<file path="src/rtl/bus_invert_decoder.sv">
// Bus-invert link receiver: restores data from (enc_data, enc_inv) into a 2-entry output FIFO.
// Define BI_DECODER_STATS_EN to build the encoded/decoded switching-activity counters.
module bus_invert_decoder #(
  parameter int WIDTH = 8,
  parameter int CNT_W = 16
) (
  input  logic             clk,
  input  logic             rst_n,
  input  logic [WIDTH-1:0] enc_data,
  input  logic             enc_inv,
  input  logic             enc_valid,
  output logic             enc_ready,
  output logic [WIDTH-1:0] dec_data,
  output logic             dec_valid,
  input  logic             dec_ready,
  input  logic             stats_clr,
  output logic [CNT_W-1:0] tog_enc,
  output logic [CNT_W-1:0] tog_raw
);

  logic [1:0]       count_q, count_d;
  logic [WIDTH-1:0] head_q, head_d;
  logic [WIDTH-1:0] tail_q, tail_d;
  logic             push_s, pop_s;
  logic [WIDTH-1:0] decoded_s;

  // Handshakes come from the registered count only, so dec_ready never reaches enc_ready.
  assign enc_ready = (count_q != 2'd2);
  assign dec_valid = (count_q != 2'd0);
  assign dec_data  = head_q;
  assign push_s    = enc_valid && enc_ready;
  assign pop_s     = dec_valid && dec_ready;
  assign decoded_s = enc_data ^ {WIDTH{enc_inv}};

  // FIFO next state; push+pop only occurs at count 1, where the new word replaces the head.
  always_comb begin
    count_d = count_q;
    head_d  = head_q;
    tail_d  = tail_q;
    case ({push_s, pop_s})
      2'b10: begin
        count_d = count_q + 2'd1;
        if (count_q == 2'd0) begin
          head_d = decoded_s;
        end else begin
          tail_d = decoded_s;
        end
      end
      2'b01: begin
        count_d = count_q - 2'd1;
        head_d  = tail_q;
      end
      2'b11: begin
        head_d = decoded_s;
      end
      default: begin
        count_d = count_q;
      end
    endcase
  end

  // FIFO state registers.
  always_ff @(posedge clk or negedge rst_n) begin
    if (!rst_n) begin
      count_q <= 2'd0;
      head_q  <= '0;
      tail_q  <= '0;
    end else begin
      count_q <= count_d;
      head_q  <= head_d;
      tail_q  <= tail_d;
    end
  end

`ifdef BI_DECODER_STATS_EN
  localparam int PC_W  = $clog2(WIDTH + 2);
  localparam int SUM_W = CNT_W + PC_W + 1;

  logic [WIDTH:0]   prev_enc_q, prev_enc_d;
  logic [WIDTH-1:0] prev_raw_q, prev_raw_d;
  logic [CNT_W-1:0] tog_enc_q, tog_enc_d;
  logic [CNT_W-1:0] tog_raw_q, tog_raw_d;

  function automatic logic [PC_W-1:0] popcount(input logic [WIDTH:0] v);
    logic [PC_W-1:0] n;
    n = '0;
    for (int i = 0; i <= WIDTH; i++) begin
      n = n + {{(PC_W-1){1'b0}}, v[i]};
    end
    return n;
  endfunction

  function automatic logic [CNT_W-1:0] sat_add(input logic [CNT_W-1:0] acc,
                                               input logic [PC_W-1:0]  inc);
    logic [SUM_W-1:0] s;
    s = {{(SUM_W-CNT_W){1'b0}}, acc} + {{(SUM_W-PC_W){1'b0}}, inc};
    if (s > {{(SUM_W-CNT_W){1'b0}}, {CNT_W{1'b1}}}) begin
      return {CNT_W{1'b1}};
    end else begin
      return s[CNT_W-1:0];
    end
  endfunction

  // History follows every accepted beat; a clear in the same cycle discards its contribution.
  always_comb begin
    prev_enc_d = prev_enc_q;
    prev_raw_d = prev_raw_q;
    tog_enc_d  = tog_enc_q;
    tog_raw_d  = tog_raw_q;
    if (push_s) begin
      prev_enc_d = {enc_inv, enc_data};
      prev_raw_d = decoded_s;
    end else begin
      prev_enc_d = prev_enc_q;
    end
    if (stats_clr) begin
      tog_enc_d = '0;
      tog_raw_d = '0;
    end else if (push_s) begin
      tog_enc_d = sat_add(tog_enc_q, popcount({enc_inv, enc_data} ^ prev_enc_q));
      tog_raw_d = sat_add(tog_raw_q, popcount({1'b0, decoded_s ^ prev_raw_q}));
    end else begin
      tog_enc_d = tog_enc_q;
    end
  end

  // Activity history and counter registers.
  always_ff @(posedge clk or negedge rst_n) begin
    if (!rst_n) begin
      prev_enc_q <= '0;
      prev_raw_q <= '0;
      tog_enc_q  <= '0;
      tog_raw_q  <= '0;
    end else begin
      prev_enc_q <= prev_enc_d;
      prev_raw_q <= prev_raw_d;
      tog_enc_q  <= tog_enc_d;
      tog_raw_q  <= tog_raw_d;
    end
  end

  assign tog_enc = tog_enc_q;
  assign tog_raw = tog_raw_q;
`else
  logic unused_stats_clr_s;

  assign unused_stats_clr_s = stats_clr;
  assign tog_enc = '0;
  assign tog_raw = '0;
`endif

endmodule
</file>
<file path="config.mk">
export PLATFORM = sky130hd
export DESIGN_NAME = bus_invert_decoder
export DESIGN_NICKNAME = d
export VERILOG_FILES = /design/src/rtl/bus_invert_decoder.sv
export SDC_FILE = /design/constraint.sdc
export NUM_CORES = 1
export LEC_CHECK = 0
export CORE_MARGIN = 2
export CORE_UTILIZATION = 40
export CTS_CLUSTER_SIZE = 24
export DETAILED_ROUTE_END_ITERATION = 6
export GPL_TIMING_DRIVEN = 0
export PLACE_DENSITY = 0.81
export SYNTH_ARGS = -nofsm -noshare
export SYNTH_HDL_FRONTEND = slang
export SYNTH_SLANG_ARGS = --single-unit
</file>
<file path="constraint.sdc">
create_clock -name clk -period 2.05 [get_ports clk]
set_clock_uncertainty 0.1 [all_clocks]
set_input_delay 0.615 -clock clk [delete_from_list [all_inputs] [get_ports clk]]
set_output_delay 0.615 -clock clk [all_outputs]
set_load 0.01 [all_outputs]
</file>
==> metrics.yaml, run 1 <==
run_status: "finished clean"
num_vias: 802
r2r-start: "count_q[1]"
cts.path.max_buffers: 2
grt_max_degree: 19
end_kind: "primary output"
worst-slew-pin-transition_ns: 0.791
fp.dieW_um: 57.9
die_area_um2: 3350
grt_pass1_vias: 733
synthXorXnorAreaFrac: 0.0829
synth-seq-area-share: 0.388
syn_area_um2: 1160
cts_max_level: 1
critPathSlowestCell: "dfrtp_1"
grt_first_pass_wirelength_um: 3190
synth_compound_area_frac: 0.0517
postRouteAntennaNets: 0
ios: 56
irDropWorstVdd_uv: 747
synth-edff-count: 0
synth_fa_ha_area_frac: 0.0215
yosysMostFrequentCell: "buf_4"
grt_setup_unrepaired: "no"
clock.fmax_mhz: 509
path_cells: "or2_1 > dlygate4sd2_1"
setup_tns_ns: 0
muxShareOfSynthArea: 0.168
finalSetupViolCount: 0
yosys.area_share.simple: 0.0366
path_max_fanout: 3
cp_top_family: "flip-flops"
synth_cell_types: 17
row_count: 19
grt_use_total: 0.122
synthCells: 113
layoutNonFillerInstCount: 204
leakagePower_nw: 0.834
drive_above_1_share: 0.335
ys.flop_type: "dfrtp_1"
place_ws_ns: -0.466
overflow: 0
place_inst: 196
cts_hold_buf: 0
syn_area_per_cell_um2: 10.3
place_area_um2: 1530
drc: 0
ys_warn_count: 0
critPathRequiredTime_ns: 1.33
n_antenna_cell: 0
start_util: 0.422
gp_congestion: 0.727
die_h_um: 57.9
drt_iter0_drc: 7
syn_to_final_growth_pct: 38.1
cts_made_buffers: 3
crit_arrival_ns: 1.25
routedWlPerCell_um: 9.38
cts_tree: "yes"
crit_path_start: "count_q[1]"
yosys.area.top_type: "dfrtp_1"
worst_skew_pair.late_latency_ns: 0.28
start_kind: "flip-flop"
cts_root_buffer: "clkbuf_4"
worstSetupPathType: "reg -> out"
final_hold_viol_count: 0
synth_commonest_cells: "buf_4, dfrtp_1, mux2_2"
maxSlewViolCount: 0
power_density_nw_per_um2: 1080
antenna_found_initial: 0
critPathMaxStageDelay_ns: 0.40
synth_top_area_frac: 0.388
min_period_ns: 1.97
critPathBufInv: 1
final_area_um2: 1610
vias_per_cell: 3.93
core_um2: 2760
synth_top_family_by_area: "buffers and inverters"
clk_pin_slew_ns: 0.09
dr.pass1.iters: 2
ys_top_cells_by_area: "dfrtp_1, buf_4, mux2_2"
drt-total-wl_um: 1910
drv_cap: 0
fin_nets: 191
worst_slack_ns: 0.0841
finalPower_mw: 1.74
min-delay-path-class: "reg -> reg"
finalCritPeriodShare: 0.959
async_flop_share: 1.00
numPortBuffers: 21
relSlewSlack: 0.471
hpwl_um: 1530
fillers: 252
numClockSinks: 18
min_from: "tail_q[4]"
synth-seq-cells: 18
==> cell families after synthesis <==
| family | after synthesis |
|---|---|
| other cells | 1 |
| xor+xnor | 11 |
| simple gates | 10 |
| fa+ha+maj | 2 |
| mux | 18 |
| compound gates | 9 |
| buf+inv | 44 |
| flops | 18 |
==> routing by layer <==
metal / GRT usage / vias to the layer above / wire (um) / share of wire
met5: 0 / - / 0 / 0
met4: 0.0299 / 0 / 9 / 0.0047
met3: 0.0268 / 2 / 186 / 0.097
met2: 0.218 / 41 / 947 / 0.49
met1: 0.149 / 343 / 770 / 0.40
li1: - / 416 / - / -
==> power by group <==
part / switching [mW] / internal (mW)
combinational: 0.403 / 0.539
clock: 0.0959 / 0.0682
sequential: 0.0927 / 0.538
total: 0.592 / 1.15
==> final cells by class <==
| type | count | area (um2) | area share |
|---|---|---|---|
| Timing Repair Buffer | 26 | 248 | 0.154 |
| Buffer | 35 | 264 | 0.164 |
| Multi-Input combinational cell | 82 | 547 | 0.341 |
| Inverter | 9 | 33.8 | 0.0210 |
| Clock buffer | 3 | 22.5 | 0.0140 |
| Tap cell | 31 | 38.8 | 0.0242 |
| Sequential cell | 18 | 452 | 0.281 |
==> state kept, by name, indices dropped and copies added, names as in the netlist <==
signal	count
count_q	2
dec_data	8
tail_q	8
==> layout by cell type (no fill, tap or decap), drive strengths merged, types with 3 or more instances in the layout <==
cell           netlist  routed
mux2i                6       6
clkbuf               0       3
buf                 35      40
xnor2                8       8
xor2                 3       3
inv                  9       9
conb                 1      32
mux2                12      12
o21ai                9       9
dfrtp               18      18
clkdlybuf4s50        0      18
nand2                7       7
==> what timing repair did <==
action,in CTS,in global routing
setup buffers,4,1
endpoints found under the setup margin,4,12
resized for setup,5,4
==> path summary, 6_finish.rpt <==
kind	end	slack [ns]	depth (start not counted)
worst max register to register	dec_data[2]	0.19	8
worst max-delay path	dec_valid	0.08	2
max in group asynchronous	count_q[0]	0.62	1
worst min register to register	tail_q[4]	0.39	2
min in group asynchronous	dec_data[5]	0.69	1
worst min-delay path	tail_q[4]	0.39	2
==> metrics by stage <==
step,hold WS [ns],utilization
final,0.391,0.582
after global routing,0.418,0.582
after detailed placement,0.371,0.554
after floorplan,0.219,-
after CTS,0.393,0.575
after global placement,0.362,0.554
==> tightest hold or removal path, stage by stage (launching register included) <==
cell	delay [ns]
dfrtp_1	0.36
nand2_1	0.05
o21ai_0	0.06
Power figures use the tool's default switching activity.
==> inputs of run 2 (changes only) <==
- CORE_MARGIN: 2 -> not set
==> run 2 against run 1 <==
Register-to-register slack worse by 0.05 ns. Non-clock buffer count up 2. Final cell count up 1.5%. Sequential share of layout area down 0.45 points. Largest cell class unchanged. Wire length up 7.4%. Worst hold slack better by 0.0056 ns. First-iteration DRC count down 71%. Setup slack worse by 0.036 ns. Clock power up 34%. Critical path depth unchanged. Count of clock-buffer cells in the layout up 1.
==> metrics.yaml, run 2 (synthesized netlist as in run 1, its figures left out) <==
cts_root_buffer: "clkbuf_4"
drc: 0  # unchanged
path_cells: "or2_1 > dlygate4sd2_1"
routedWlPerCell_um: 9.93  # +5.8%
drv_cap: 0  # unchanged
final_area_um2: 1630  # +1.6%
min_period_ns: 2.00  # +0.0356 ns
n_antenna_cell: 0  # unchanged
grt_setup_unrepaired: "no"
cts_max_level: 1  # unchanged
cts_tree: "yes"
ios: 56  # unchanged
worstSetupPathType: "reg -> out"
gp_congestion: 0.718  # -1.2%
dr.pass1.iters: 3  # +1
die_h_um: 55.9  # -3.5%
postRouteAntennaNets: 0  # unchanged
cts.path.max_buffers: 2  # unchanged
drt_iter0_drc: 2  # -5
critPathSlowestCell: "dfrtp_1"
run_status: "finished clean"
syn_to_final_growth_pct: 40.4
power_density_nw_per_um2: 1120  # +3.6%
grt_use_total: 0.140  # +0.0182
cp_top_family: "flip-flops"
grt_pass1_vias: 789  # +7.6%
vias_per_cell: 3.93  # about the same
clk_pin_slew_ns: 0.10  # about the same
drive_above_1_share: 0.347  # +0.0113
fin_nets: 193  # +1.0%
die_area_um2: 3130  # -6.8%
drt-total-wl_um: 2060  # +7.4%
critPathBufInv: 1  # unchanged
critPathRequiredTime_ns: 1.33  # about the same
min-delay-path-class: "reg -> reg"
worst_skew_pair.late_latency_ns: 0.29  # about the same
grt_max_degree: 19  # unchanged
row_count: 19  # unchanged
finalPower_mw: 1.83  # +5.3%
worst-slew-pin-transition_ns: 0.790  # -0.00113 ns
critPathMaxStageDelay_ns: 0.42  # +0.02 ns
final_common_cell: "buf_4"
grt_first_pass_wirelength_um: 3440  # +7.8%
start_util: 0.422  # unchanged
num_vias: 814  # +1.5%
place_inst: 196  # unchanged
finalSetupViolCount: 0  # unchanged
overflow: 0  # unchanged
start_kind: "flip-flop"
leakagePower_nw: 0.850  # +1.9%
maxSlewViolCount: 0  # unchanged
cts_made_buffers: 3  # unchanged
antenna_found_initial: 0  # unchanged
layout_common_cells: "buf_4, conb_1, clkdlybuf4s50_1"
path_max_fanout: 4  # +1
clock.fmax_mhz: 500  # -1.8%
final_hold_viol_count: 0  # unchanged
postLayoutCoreUtil: 0.592  # +0.00953
relSlewSlack: 0.472  # +0.000755
hpwl_um: 1540  # about the same
crit_arrival_ns: 1.29  # +0.04 ns
numPortBuffers: 21  # unchanged
finalCritPeriodShare: 0.976  # +0.0174
place_area_um2: 1530  # unchanged
cts_hold_buf: 0  # unchanged
setup_tns_ns: 0  # unchanged
layoutNonFillerInstCount: 207  # +1.5%
fp.dieW_um: 55.9  # -3.5%
numClockSinks: 18  # unchanged
core_um2: 2760  # unchanged
end_kind: "primary output"
irDropWorstVdd_uv: 786  # +5.3%
run 2: changes by cell type in the layout (fill, tap and decap cells not counted), sizes merged:
cell	delta
buf	+2
clkbuf	+1
run 2: power breakdown:
| group | leakage, nW | switching, mW | total [mW] | internal, mW |
|---|---|---|---|---|
| registers | 0.216 | 0.101 | 0.639 | 0.538 |
| clock network | 0.0210 | 0.110 | 0.219 | 0.108 |
| logic | 0.613 | 0.412 | 0.971 | 0.559 |
| total | 0.850 | 0.623 | 1.83 | 1.21 |
run 2: timing repair:
action	in CTS	in global routing
endpoints found under the setup margin	4	6
gates resized for setup	5	2
endpoints found under the hold margin	0	0
pin swaps	0	0
buffers inserted	7	0
run 2: path summary, 6_finish.rpt:
path / cells after the start / endpoint / start / slack, ns
setup / recovery: 2 / dec_valid / count_q[1] / 0.05
hold / removal: 2 / tail_q[2] / tail_q[2] / 0.40
setup reg to reg: 8 / dec_data[2] / count_q[1] / 0.14
hold reg to reg: 2 / tail_q[2] / tail_q[2] / 0.40
max in group asynchronous: 1 / count_q[0] / rst_n / 0.64
min in group asynchronous: 1 / tail_q[3] / rst_n / 0.67
run 2: worst min-delay path, cell delays in order (launching register included):
cell,delay (ns)
dfrtp_1,0.36
nand2_1,0.05
o21ai_0,0.06
run 2: layout make-up:
type	count	area (um2)
fillers	266	1130
multi-input cells	82	547
flip-flops and latches	18	452
repair buffers	28	263
plain buffers	35	262
well taps	31	38.8
clock buffers	4	36.3
inverters	9	33.8
run 2: routing by layer:
layer	up-vias	GRT usage	wire length, um
met5	-	0	0
met3	0	0.0349	164
met2	42	0.246	1030
met4	0	0.0418	0
met1	354	0.170	859
li1	418	-	-
run 2: metrics by stage:
stage	hold WS, ns	setup slack, ns
after floorplan	0.219	0.150
final	0.397	0.0485
after detailed placement	0.374	-0.450
after CTS	0.399	0.0470
after global routing	0.434	0.00168
after global placement	0.362	-0.421
==> inputs of run 3 (changes only) <==
- CAP_MARGIN: not set -> 20
==> results of run 3 <==
No change in the layout: final DEF, timing and power equal those of run 2.
